$ cat config.mk
export PLATFORM = sky130hd
export DESIGN_NAME = pid_pwm_driver
export DESIGN_NICKNAME = d
export VERILOG_FILES = /design/src/rtl/pid_pwm_pkg.sv /design/src/rtl/pid_pwm_prescaler.sv /design/src/rtl/pid_pwm_driver.sv
export SDC_FILE = /design/constraint.sdc
export NUM_CORES = 1
export LEC_CHECK = 0
export BUFFER_PORTS_ARGS = -buffer_cell sky130_fd_sc_hd__buf_2
export CAP_MARGIN = 30
export CELL_PAD_IN_SITES_DETAIL_PLACEMENT = 1
export CELL_PAD_IN_SITES_GLOBAL_PLACEMENT = 2
export CORE_ASPECT_RATIO = 2
export CORE_MARGIN = 5
export CORE_UTILIZATION = 35
export DETAILED_ROUTE_END_ITERATION = 12
export PLACE_DENSITY_LB_ADDON = 0.2
export SLEW_MARGIN = 15
export SYNTH_ARGS = -nofsm -noshare
export SYNTH_HDL_FRONTEND = slang
export SYNTH_SLANG_ARGS = --single-unit
$ cat constraint.sdc
create_clock -name clk -period 4.3 [get_ports clk]
set_clock_uncertainty 0.2 [all_clocks]
set_input_delay 0.645 -clock clk [delete_from_list [all_inputs] [get_ports clk]]
set_output_delay 0.645 -clock clk [all_outputs]
set_load 0.005 [all_outputs]
$ cat src/rtl/pid_pwm_pkg.sv
// Shared types and helpers for the PID-to-PWM output stage.
`timescale 1ns/1ps
package pid_pwm_pkg;

    localparam int U_W = 6;

    typedef struct packed {
        logic           dir;
        logic [U_W-1:0] mag;
    } cmd_t;

    // |v| of a two's-complement word, clipped to limit (-32 gives 32 before clipping)
    function automatic logic [U_W-1:0] sat_abs(input logic [U_W-1:0] v, input logic [U_W:0] limit);
        logic [U_W:0] a;
        if (v[U_W-1]) begin
            a = {1'b0, ~v} + {{U_W{1'b0}}, 1'b1};
        end else begin
            a = {1'b0, v};
        end
        if (a > limit) begin
            return limit[U_W-1:0];
        end else begin
            return a[U_W-1:0];
        end
    endfunction

endpackage

$ cat src/rtl/pid_pwm_prescaler.sv
// Clock prescaler: pre counts 0..PRESCALE-1 while enabled; its wrap strobes cnt_en.
`timescale 1ns/1ps
module pid_pwm_prescaler #(
    parameter int PRESCALE = 4
) (
    input  logic clk,
    input  logic rst_n,
    input  logic ena,
    output logic cnt_en
);

    localparam int PW = (PRESCALE > 1) ? $clog2(PRESCALE) : 1;

    logic [PW-1:0] pre_r;
    logic          wrap_s;

    assign wrap_s = (pre_r == PW'(PRESCALE - 1));
    assign cnt_en = ena & wrap_s;

    // Prescale counter, frozen while disabled
    always_ff @(posedge clk or negedge rst_n) begin
        if (!rst_n) begin
            pre_r <= {PW{1'b0}};
        end else if (ena) begin
            if (wrap_s) begin
                pre_r <= {PW{1'b0}};
            end else begin
                pre_r <= pre_r + PW'(1);
            end
        end else begin
            pre_r <= pre_r;
        end
    end

endmodule

$ cat src/rtl/pid_pwm_driver.sv
// Sign-magnitude PWM drive with period-boundary double buffering of the control word.
// Optional H-bridge dead period on reversal: define PID_PWM_DEADTIME_EN.
`timescale 1ns/1ps
module pid_pwm_driver
    import pid_pwm_pkg::*;
#(
    parameter int CNT_W    = 5,
    parameter int PRESCALE = 4
) (
    input  logic           clk,
    input  logic           rst_n,
    input  logic           ena,
    input  logic [U_W-1:0] u,
    input  logic           u_valid,
    output logic           pwm_out,
    output logic           dir_out,
    output logic           period_tick,
    output logic           overrun
);

    localparam int PER     = (1 << CNT_W) - 1;
    localparam int CW      = (CNT_W > U_W) ? CNT_W : U_W;
    localparam int MAG_LIM = (PER < (1 << (U_W - 1))) ? PER : (1 << (U_W - 1));
    localparam logic [U_W:0] MAG_LIM_V = MAG_LIM[U_W:0];

    logic             cnt_en_s;
    logic             u_vld_s;
    logic             bnd_s;
    logic             pwm_nxt_s;
    logic [CNT_W-1:0] cnt_r, cnt_nxt_s;
    cmd_t             pend_r, act_r, act_nxt_s, new_cmd_s;
    logic             pwm_r, tick_r, ovr_r, got_r;
`ifdef PID_PWM_DEADTIME_EN
    logic             dead_r, dead_nxt_s;
`endif

    pid_pwm_prescaler #(.PRESCALE(PRESCALE)) u_pre (
        .clk    (clk),
        .rst_n  (rst_n),
        .ena    (ena),
        .cnt_en (cnt_en_s)
    );

    // Next-state of counter, command capture and active register
    always_comb begin
        u_vld_s       = u_valid & ena;
        bnd_s         = cnt_en_s & (cnt_r == CNT_W'(PER - 1));
        new_cmd_s.mag = sat_abs(u, MAG_LIM_V);
        if (u == {U_W{1'b0}}) begin
            new_cmd_s.dir = pend_r.dir;
        end else begin
            new_cmd_s.dir = u[U_W-1];
        end
        if (!cnt_en_s) begin
            cnt_nxt_s = cnt_r;
        end else if (bnd_s) begin
            cnt_nxt_s = {CNT_W{1'b0}};
        end else begin
            cnt_nxt_s = cnt_r + CNT_W'(1);
        end
        act_nxt_s = act_r;
`ifdef PID_PWM_DEADTIME_EN
        dead_nxt_s = dead_r;
        if (bnd_s) begin
            // Reversal with drive: hold the old direction at zero duty for one period
            if (!dead_r && (pend_r.dir != act_r.dir) && (pend_r.mag != {U_W{1'b0}})) begin
                act_nxt_s.dir = act_r.dir;
                act_nxt_s.mag = {U_W{1'b0}};
                dead_nxt_s    = 1'b1;
            end else begin
                act_nxt_s  = pend_r;
                dead_nxt_s = 1'b0;
            end
        end else begin
            act_nxt_s = act_r;
        end
`else
        if (bnd_s) begin
            act_nxt_s = pend_r;
        end else begin
            act_nxt_s = act_r;
        end
`endif
        pwm_nxt_s = ena & (CW'(cnt_nxt_s) < CW'(act_nxt_s.mag));
    end

    // State and registered outputs
    always_ff @(posedge clk or negedge rst_n) begin
        if (!rst_n) begin
            cnt_r  <= {CNT_W{1'b0}};
            pend_r <= '{dir: 1'b0, mag: {U_W{1'b0}}};
            act_r  <= '{dir: 1'b0, mag: {U_W{1'b0}}};
            pwm_r  <= 1'b0;
            tick_r <= 1'b0;
            ovr_r  <= 1'b0;
            got_r  <= 1'b0;
`ifdef PID_PWM_DEADTIME_EN
            dead_r <= 1'b0;
`endif
        end else begin
            cnt_r  <= cnt_nxt_s;
            act_r  <= act_nxt_s;
            pwm_r  <= pwm_nxt_s;
            tick_r <= bnd_s;
`ifdef PID_PWM_DEADTIME_EN
            dead_r <= dead_nxt_s;
`endif
            if (u_vld_s) begin
                pend_r <= new_cmd_s;
            end else begin
                pend_r <= pend_r;
            end
            // A strobe coinciding with the boundary edge belongs to the new period
            if (bnd_s) begin
                got_r <= u_vld_s;
            end else if (u_vld_s) begin
                got_r <= 1'b1;
            end else begin
                got_r <= got_r;
            end
            ovr_r <= ovr_r | (u_vld_s & got_r & ~bnd_s);
        end
    end

    assign pwm_out     = pwm_r;
    assign dir_out     = act_r.dir;
    assign period_tick = tick_r;
    assign overrun     = ovr_r;

endmodule

# [Yosys cells after proc, flatten, opt, wreduce, memory -nomap -nowiden]
# Cells that the tools add are included.
[word_totals] ff_bits=25 latch_bits=0 ramBits=0 romBits=0 output_inout_bits=4 word_cells=38 n_memories=0
[classes] add_sub_neg=3 mul=0 n_div=0 order_cmp=2 n_eq_ne=2 n_shift=0 mux=8 bitwise=10 n_reduce_logical=3
[op_table] op="2-to-1 mux 6 bit" n=2
[op_table] op="2-to-1 mux 5 bit" n=2
[op_table] op="adder 6 x 1 -> 7 bit, second input constant" n=1
[op_table] op="greater-than comparator 7 x 5 -> 1 bit, second input constant" n=1
[op_table] op="2-to-1 mux 7 bit" n=1
[op_table] op="bitwise AND 1 bit" n=6
[op_table] op="zero test 6 bit" n=1
[op_table] op="< comparator 5 x 6 -> 1 bit" n=1
[op_table] op="inverter 6 bit" n=1
[op_table] op="adder 5 x 1 -> 5 bit, second input constant" n=1
[op_table] op="equality test 5 bit, second input constant" n=1
[op_table] op="adder 2 x 1 -> 2 bit, second input constant" n=1
[op_table] op="equality test 2 bit, second input constant" n=1
[op_table] op="2-to-1 mux 1 bit" n=2
[op_table] op="2-to-1 mux 2 bit" n=1
[op_table] op="inverter 1 bit" n=2
[op_table] op="AND reduction 2 bit" n=1
[op_table] op="nonzero test 2 bit" n=1
[op_table] op="bitwise OR 1 bit" n=1

# [Longest topological paths before layout]
# Gate-level depths: netlist (run 1).
[logic_depth] depth_word=7 depth_mapped=10 ltp_nobuf=10

# [Modules after synthesis]
# A second synthesis (run 1) with hierarchy kept.
[hier_totals] hier_cells=110 area_unflattened_um2=1234.9
[modules_own_cells] module="pid_pwm_driver" n_inst=1 cells_per_inst=103 area_each_um2=1133.6 seq_area_each_um2=575.6
[modules_own_cells] module="pid_pwm_prescaler" n_inst=1 cells_per_inst=7 area_each_um2=101.3 seq_area_each_um2=50.0

# [Worst setup path before layout (run 1)]
# OpenSTA, ideal clock, no wires.
[synth_timing] path_kind="input to register" startpoint="input port ena" endpoint="register pwm_r, in the netlist pwm_out" setup_time_ps=123 t_arrival_ps=2200 required_time_ps=3977 setup_slack_ps=1777 path_stages=10 n_path_buf=1 path_cell_list="buf_6 and4_4 nand3_4 inv_2 a211oi_1 ha_1 nand2b_1 o32ai_1 a41o_1 o221a_1"
[synth_via] elab_chain_len=6 word_cells_on_any_way=7 classes_between="1 x order compare; 3 x mux; 3 x bitwise"
[synth_lines] element="start, declared" line="pid_pwm_driver.sv:12" text="input logic ena,"
[synth_lines] element="bitwise AND 1 bit" line="pid_pwm_prescaler.sv:18" text="assign cnt_en = ena & wrap_s;"
[synth_lines] element="bitwise AND 1 bit" line="pid_pwm_driver.sv:47" text="bnd_s = cnt_en_s & (cnt_r == CNT_W'(PER - 1));"
[synth_lines] element="named net bnd_s" line="pid_pwm_driver.sv:28" text="logic bnd_s;"
[synth_lines] element="2-to-1 mux 5 bit" line="pid_pwm_driver.sv:56" text="end else if (bnd_s) begin"
[synth_lines] element="2-to-1 mux 5 bit" line="pid_pwm_driver.sv:54" text="if (!cnt_en_s) begin"
[synth_lines] element="named net cnt_nxt_s[1]" line="pid_pwm_driver.sv:30" text="logic [CNT_W-1:0] cnt_r, cnt_nxt_s;"
[synth_lines] element="< comparator 5 x 6 -> 1 bit" line="pid_pwm_driver.sv:84" text="pwm_nxt_s = ena & (CW'(cnt_nxt_s) < CW'(act_nxt_s.mag));"
[synth_lines] element="bitwise AND 1 bit" line="pid_pwm_driver.sv:84"
[synth_lines] element="named net pwm_nxt_s" line="pid_pwm_driver.sv:29" text="logic pwm_nxt_s;"
[synth_lines] element="end signal, assigned" line="pid_pwm_driver.sv:103" text="pwm_r <= pwm_nxt_s;"
[synth_lines] element="end, declared" line="pid_pwm_driver.sv:32" text="logic pwm_r, tick_r, ovr_r, got_r;"
# The timed path passes the listed nets, and every way through them passes these cells.
# A chain may end at the register's enable or synchronous reset.

# [Worst setup path after layout (run 1)]
[layout_timing] startpoint="register u_pre.pre_r[0]" endpoint="register pwm_r, in the netlist pwm_out"
[layout_via] elab_chain_len=7 word_cells_on_any_way=8 classes_between="1 x order compare; 1 x eq/ne; 3 x mux; 3 x bitwise"
[layout_lines] element="start, declared" line="pid_pwm_prescaler.sv:14" text="logic [PW-1:0] pre_r;"
[layout_lines] element="start signal, assigned" line="pid_pwm_prescaler.sv:23" text="pre_r <= {PW{1'b0}};"
[layout_lines] element="start signal, assigned" line="pid_pwm_prescaler.sv:26" text="pre_r <= {PW{1'b0}};"
[layout_lines] element="start signal, assigned" line="pid_pwm_prescaler.sv:28" text="pre_r <= pre_r + PW'(1);"
[layout_lines] element="equality test 2 bit" line="pid_pwm_prescaler.sv:17" text="assign wrap_s = (pre_r == PW'(PRESCALE - 1));"
[layout_lines] element="bitwise AND 1 bit" line="pid_pwm_prescaler.sv:18"
[layout_lines] element="bitwise AND 1 bit" line="pid_pwm_driver.sv:47"
[layout_lines] element="named net bnd_s" line="pid_pwm_driver.sv:28"
[layout_lines] element="2-to-1 mux 5 bit" line="pid_pwm_driver.sv:56"
[layout_lines] element="2-to-1 mux 5 bit" line="pid_pwm_driver.sv:54"
[layout_lines] element="named net cnt_nxt_s[1]" line="pid_pwm_driver.sv:30"
[layout_lines] element="< comparator 5 x 6 -> 1 bit" line="pid_pwm_driver.sv:84"
[layout_lines] element="bitwise AND 1 bit" line="pid_pwm_driver.sv:84"
[layout_lines] element="named net pwm_nxt_s" line="pid_pwm_driver.sv:29"
# The timed path passes the listed nets, and every way through them passes these cells.

==> metrics.md, run 1 <==
| Metric | Value |
|---|---|
| Initial antenna violation count | 0 |
| Crit path launch type | flip-flop |
| Vias | 872 |
| CP Max Fanout | 10 |
| Largest net degree at the start of global routing | 26 |
| Synth area leaders | dfrtp_1 50%, ha_1 8.0%, mux2_2 3.6% |
| Mean Syn Cell Area | 11.0 sq um |
| Most frequent cell after synthesis | dfrtp_1 |
| Leak Pwr | 0.695 nW |
| Max Cap Viol | 0 |
| DR WL/cell | 15.6 um |
| Status | completed |
| Die Wd | 52.2 um |
| Placed insts | 171 |
| Io pins | 14 |
| Seq/Total Area, Yosys | 50.3% |
| Reg2reg start | u_pre.pre_r[0] |
| CP Class | flip-flop to flip-flop |
| Die Span Y | 94.3 um |
| Final cell count without fillers | 175 |
| RD Place Congestion | 0.783 |
| # fillers | 396 |
| Clock sink count | 25 |
| Synth cell count leaders | 25 x dfrtp_1, 12 x nor2_1, 9 x inv_1, 8 x ha_1, 7 x nand2_1 |
| PostCTS Resize Cnt | 0 |
| Worst-Margin Slew | 0.563 ns |
| Power per cell area | 498 nW/um^2 |
| Routed Antenna Nets | 0 |
| Fraction of layout cells with a size suffix above 1 | 23.6% |
| Min Hold Slack | 0.156 ns |
| Core area | 3420 sq um |
| Rel. slew slack | 62.5% |
| Die footprint | 4920 sq um |
| Fin. Hold Viols | 0 |
| Area growth syn-to-layout | 12.0% |
| Slew Limit Fails | 0 |
| Initial core utilization | 36.4% |
| Place WS | 1.49 ns |
| TritonRoute pass-1 iters | 4 |
| Port bufs | 13 |
| First-pass GRT wire length | 4570 um |
| Syn. warnings | 0 |
| Peak Freq | 377 MHz |
| # DRC | 0 |
| Cell taking the most area after synthesis | dfrtp_1 |
| Initial DRC count | 12 |
| Clock Tree Buf Depth | 2 |
| Nets | 146 |
| # rows | 30 |
| Final setup fails | 0 |
| Required @ worst endpoint | 4.26 ns |
| Async set-reset flop share out of synthesis | 100% |
| Synthesis-stage register bit count | 25 |
| RSZ-0062 raised after global routing | false |
| Number of buffers created by CTS | 3 |
| Post-synth EDFFs | 0 |
| Synth Instances | 113 |
| CTS tree | built |
| Worst-skew pair later-pin latency | 0.27 ns |
| Post-DP HPWL | 2240 um |
| Max IR drop VDD | 0.190 mV |
| Fin Setup TNS | 0 ns |
| H-tree levels | 1 |
| CTS Root Cell | clkbuf_8 |
| Synthesized area | 1240 sq um |
| Syn Nets | 131 |
| Min cycle time layout | 2.65 ns |
| Worst setup EP type | flip-flop |
| Final wirelength | 2720 um |
| Fin crit share | 61.6% |
| Post-synth top flop | dfrtp_1 |
| Worst setup margin | 1.65 ns |
| Class of the worst hold path | input port to asynchronous set/reset pin |
| Ant diodes | 0 |
| Via density | 4.98 |
| Top-area cell type share of the netlist area | 50.3% |
| Setup crit start | u_pre.pre_r[0] |
| CP arrival | 2.61 ns |
| Vias in the first global route | 948 |
| Clk slew on worst S/H paths | 0.09 ns |
| Global Route Usage Sum | 12.7% |
| Postcts setup bufs | 0 |
| Global route overflow | 0 |
| CTS Hold Buffers Added | 0 |
| Synth cell types | 38 |
## layout make-up
type | instances | area [sq um] | area share [%]
sequential | 25 | 626 | 44.9
clock buffer | 3 | 41.3 | 2.96
tap | 48 | 60.1 | 4.31
multi-input combinational | 75 | 558 | 40.1
clock inverter | 1 | 5.00 | 0.359
timing repair buffer | 13 | 65.1 | 4.67
inverter | 10 | 37.5 | 2.70
## power by group
group          leakage [nW]  switching [mW]  internal, mW
sequential            0.310          0.0438         0.280
combinational         0.359           0.118         0.111
clock                0.0255          0.0758        0.0649
total                 0.695           0.237         0.456
## cell families after synthesis
family | share of synthesized area [%]
compound gates | 12.4
xor+xnor | 3.52
fa+ha+maj | 8.05
buf+inv | 4.83
flops | 50.3
mux | 8.05
simple gates | 12.9
## state kept, by name (all words and copies together), names as in the netlist
register,cells
act_r,6
cnt_r,5
dir_out,1
got_r,1
overrun,1
pend_r,7
period_tick,1
pwm_out,1
u_pre.pre_r,2
## per-layer routing
metal	routed length [um]	track usage, %	up-vias
li1	-	-	418
met1	919	13.1	437
met2	1690	24.3	12
met3	59	1.43	5
met4	57	5.97	0
met5	0	0	-
## worst max-delay path: stages, from the launching register on
cell and delay (ns):
dfrtp_1 0.41, ha_1 0.25, and4_4 0.21, nand3_4 0.16, inv_2 0.10, a211oi_1 0.34, ha_1 0.25, nand2b_1 0.11
o32ai_1 0.07, a41o_1 0.21, o221a_1 0.22
## worst paths after layout
kind / end / slack (ns) / cells past startpoint
max: pwm_out / 1.65 / 10
min: u_pre.pre_r[1] / 0.16 / 1
max reg2reg: pwm_out / 1.65 / 10
min reg2reg: overrun / 0.27 / 1
max in group asynchronous: act_r[0] / 3.37 / 1
min in group clk: overrun / 0.27 / 1
## cell usage in the layout (no fill, tap or decap), types with 2 or more instances in the layout
cell type and instances:
dfrtp_1 25, buf_2 13, nor2_1 12, inv_1 9, ha_1 8, nand2_1 7, o21ai_0 5, a21oi_1 5
mux2i_1 4, mux2_2 4, xor2_1 3, clkbuf_8 3, and2_2 2, xnor2_1 2, nand4_1 2
## per-stage QoR
step           util (%)  cell area [sq um]  total power [mW]
6_report           40.8               1390             0.693
5_1_grt            40.8               1390             0.752
3_5_place_dp       39.4               1350             0.564
2_1_floorplan         -               1240             0.489
4_1_cts            40.8               1390             0.709
3_3_place_gp       39.4               1350             0.552
Note: power is estimated with default switching activity, not from simulation.
==> run 2: changes to the inputs <==
clock period = 2.6 ns   (was 4.3 ns; I/O delays follow)
==> metrics.md, run 2 (synthesis gave the netlist of run 1 again) <==
| Metric | Value |
|---|---|
| Clock sink count | 25 (unchanged) |
| Initial antenna violation count | 0 (unchanged) |
| Min cycle time layout | 2.45 ns (-0.198 ns) |
| Max IR drop VDD | 0.373 mV (+96%) |
| Initial core utilization | 36.4% (unchanged) |
| Number of buffers created by CTS | 3 (unchanged) |
| CTS Root Cell | clkbuf_8 |
| Vias | 889 (+1.9%) |
| Status | completed |
| CP Max Fanout | 6 (-4) |
| Crit path launch type | flip-flop |
| Rel. slew slack | 62.2% (-0.29 points) |
| CP arrival | 2.46 ns (-0.15 ns) |
| Clock Tree Buf Depth | 2 (unchanged) |
| Leak Pwr | 0.694 nW (about the same) |
| Worst setup margin | 0.147 ns (-1.50 ns) |
| # DRC | 0 (unchanged) |
| Fraction of layout cells with a size suffix above 1 | 28.2% (+4.6 points) |
| Core area | 3420 sq um (unchanged) |
| Routed Antenna Nets | 0 (unchanged) |
| Biggest regs | pend_r x7, act_r x6, cnt_r x5 |
| RSZ-0062 raised after global routing | false |
| CP Class | flip-flop to flip-flop |
| Vias in the first global route | 1000 (+5.5%) |
| Largest net degree at the start of global routing | 26 (unchanged) |
| Comb pwr share | 35.3% (+2.4 points) |
| Total Power | 1.18 mW (+70%) |
| Via density | 4.97 (-0.33%) |
| Nets | 150 (+2.7%) |
| Worst-Margin Slew | 0.568 ns (+0.00437 ns) |
| H-tree levels | 1 (unchanged) |
| Ant diodes | 0 (unchanged) |
| Global route overflow | 0 (unchanged) |
| Most common cell after layout, fill and taps aside | dfrtp_1 |
| Postcts setup bufs | 0 (unchanged) |
| Switching share of power | 34.2% (-0.061 points) |
| Place WS | 0.0226 ns (-1.47 ns) |
| Largest register FFs | 7 (unchanged) |
| Worst-skew pair later-pin latency | 0.27 ns (about the same) |
| Slew Limit Fails | 0 (unchanged) |
| DR WL/cell | 15.8 um (+1.6%) |
| Die Span Y | 94.3 um (unchanged) |
| Required @ worst endpoint | 2.61 ns (-1.65 ns) |
| Port bufs | 13 (unchanged) |
| Commonest non-fill, non-tap cells in the layout | 25 x dfrtp_1, 13 x buf_2, 12 x nor2_1 |
| CTS tree | built |
| Die footprint | 4920 sq um (unchanged) |
| Switching pwr | 0.402 mW (+69%) |
| Peak Freq | 408 MHz (+8.1%) |
| Io pins | 14 (unchanged) |
| # rows | 30 (unchanged) |
| RD Place Congestion | 0.768 (-1.9%) |
| Clock share of power | 19.6% (-0.7 points) |
| Global Route Usage Sum | 13.6% (+0.83 points) |
| Max Cap Viol | 0 (unchanged) |
| Fin Setup TNS | 0 ns (unchanged) |
| Worst setup EP type | flip-flop |
| Flop pwr share | 45.2% (-1.6 points) |
| Area growth syn-to-layout | 17.2% |
| Die Wd | 52.2 um (unchanged) |
| Min Hold Slack | 0.184 ns (+0.0273 ns) |
| Class of the worst hold path | input port to flip-flop |
| Post-DP HPWL | 2320 um (+3.3%) |
| Top reg by flops | pend_r |
| Fin. Hold Viols | 0 (unchanged) |
| TritonRoute pass-1 iters | 3 (-1) |
| Final core utilization | 42.7% (+1.9 points) |
| Initial DRC count | 4 (-8) |
| Power per cell area | 806 nW/um^2 (+62%) |
| Fin crit share | 94.3% (+33 points) |
| Clk slew on worst S/H paths | 0.08 ns (about the same) |
| P_int | 0.774 mW (+70%) |
| Final wirelength | 2830 um (+3.9%) |
| Final setup fails | 0 (unchanged) |
| First-pass GRT wire length | 4860 um (+6.3%) |
-- run 2: layer usage --
layer	vias to the layer above	GRT usage, %	routed length, um
met4	0	5.76	60
met3	5	2.07	67
li1	426	-	-
met2	12	25.7	1740
met5	-	0	0
met1	446	14.0	964
-- run 2: worst paths after layout --
kind                                start             end  slack (ns)  cells after the start
setup / recovery           u_pre.pre_r[0]         pwm_out        0.15                      9
setup reg to reg           u_pre.pre_r[0]         pwm_out        0.15                      9
hold reg to reg                   overrun         overrun        0.29                      1
min in group asynchronous           rst_n  u_pre.pre_r[0]        0.44                      2
hold / removal                       u[0]       pend_r[0]        0.18                      3
max in group asynchronous           rst_n           got_r        1.38                      2
-- run 2: timing repair --
item | CTS | global route
endpoints found under the hold margin | 25 | 0
hold buffers | 1 | 0
resized for setup | 1 | 7
endpoints found under the setup margin | 1 | 1
cloned | 0 | 0
-- run 2: through the flow --
stage | cell area, sq um | cells
2_1_floorplan | 1240 | 113
3_3_place_gp | 1370 | 174
3_5_place_dp | 1370 | 174
4_1_cts | 1430 | 179
5_1_grt | 1460 | 179
6_report | 1460 | 179
-- run 2: final cells by class --
class                   instances  area, sq um
repair buffers                 17          101
flip-flops and latches         25          626
clock buffers                   4         45.0
inverters                      10         40.0
fillers                       391         1960
multi-input cells              75          586
well taps                      48         60.1
-- run 2: power groups by stage --
stage	sequential, mW	clock [mW]	combinational [mW]
3_3_place_gp	0.529	0	0.389
4_1_cts	0.530	0.236	0.409
6_report	0.531	0.230	0.414
3_5_place_dp	0.538	0	0.407
5_1_grt	0.544	0.252	0.481
2_1_floorplan	0.521	0	0.288
-- run 2: critical path, cell delays in order, from the launching register on --
cell and delay, ns:
dfrtp_1 0.38, ha_2 0.22, and4_4 0.25, nand3_4 0.13
buf_6 0.18, mux2i_4 0.19, ha_1 0.31, a21o_1 0.16
a21oi_1 0.17, o221a_1 0.21
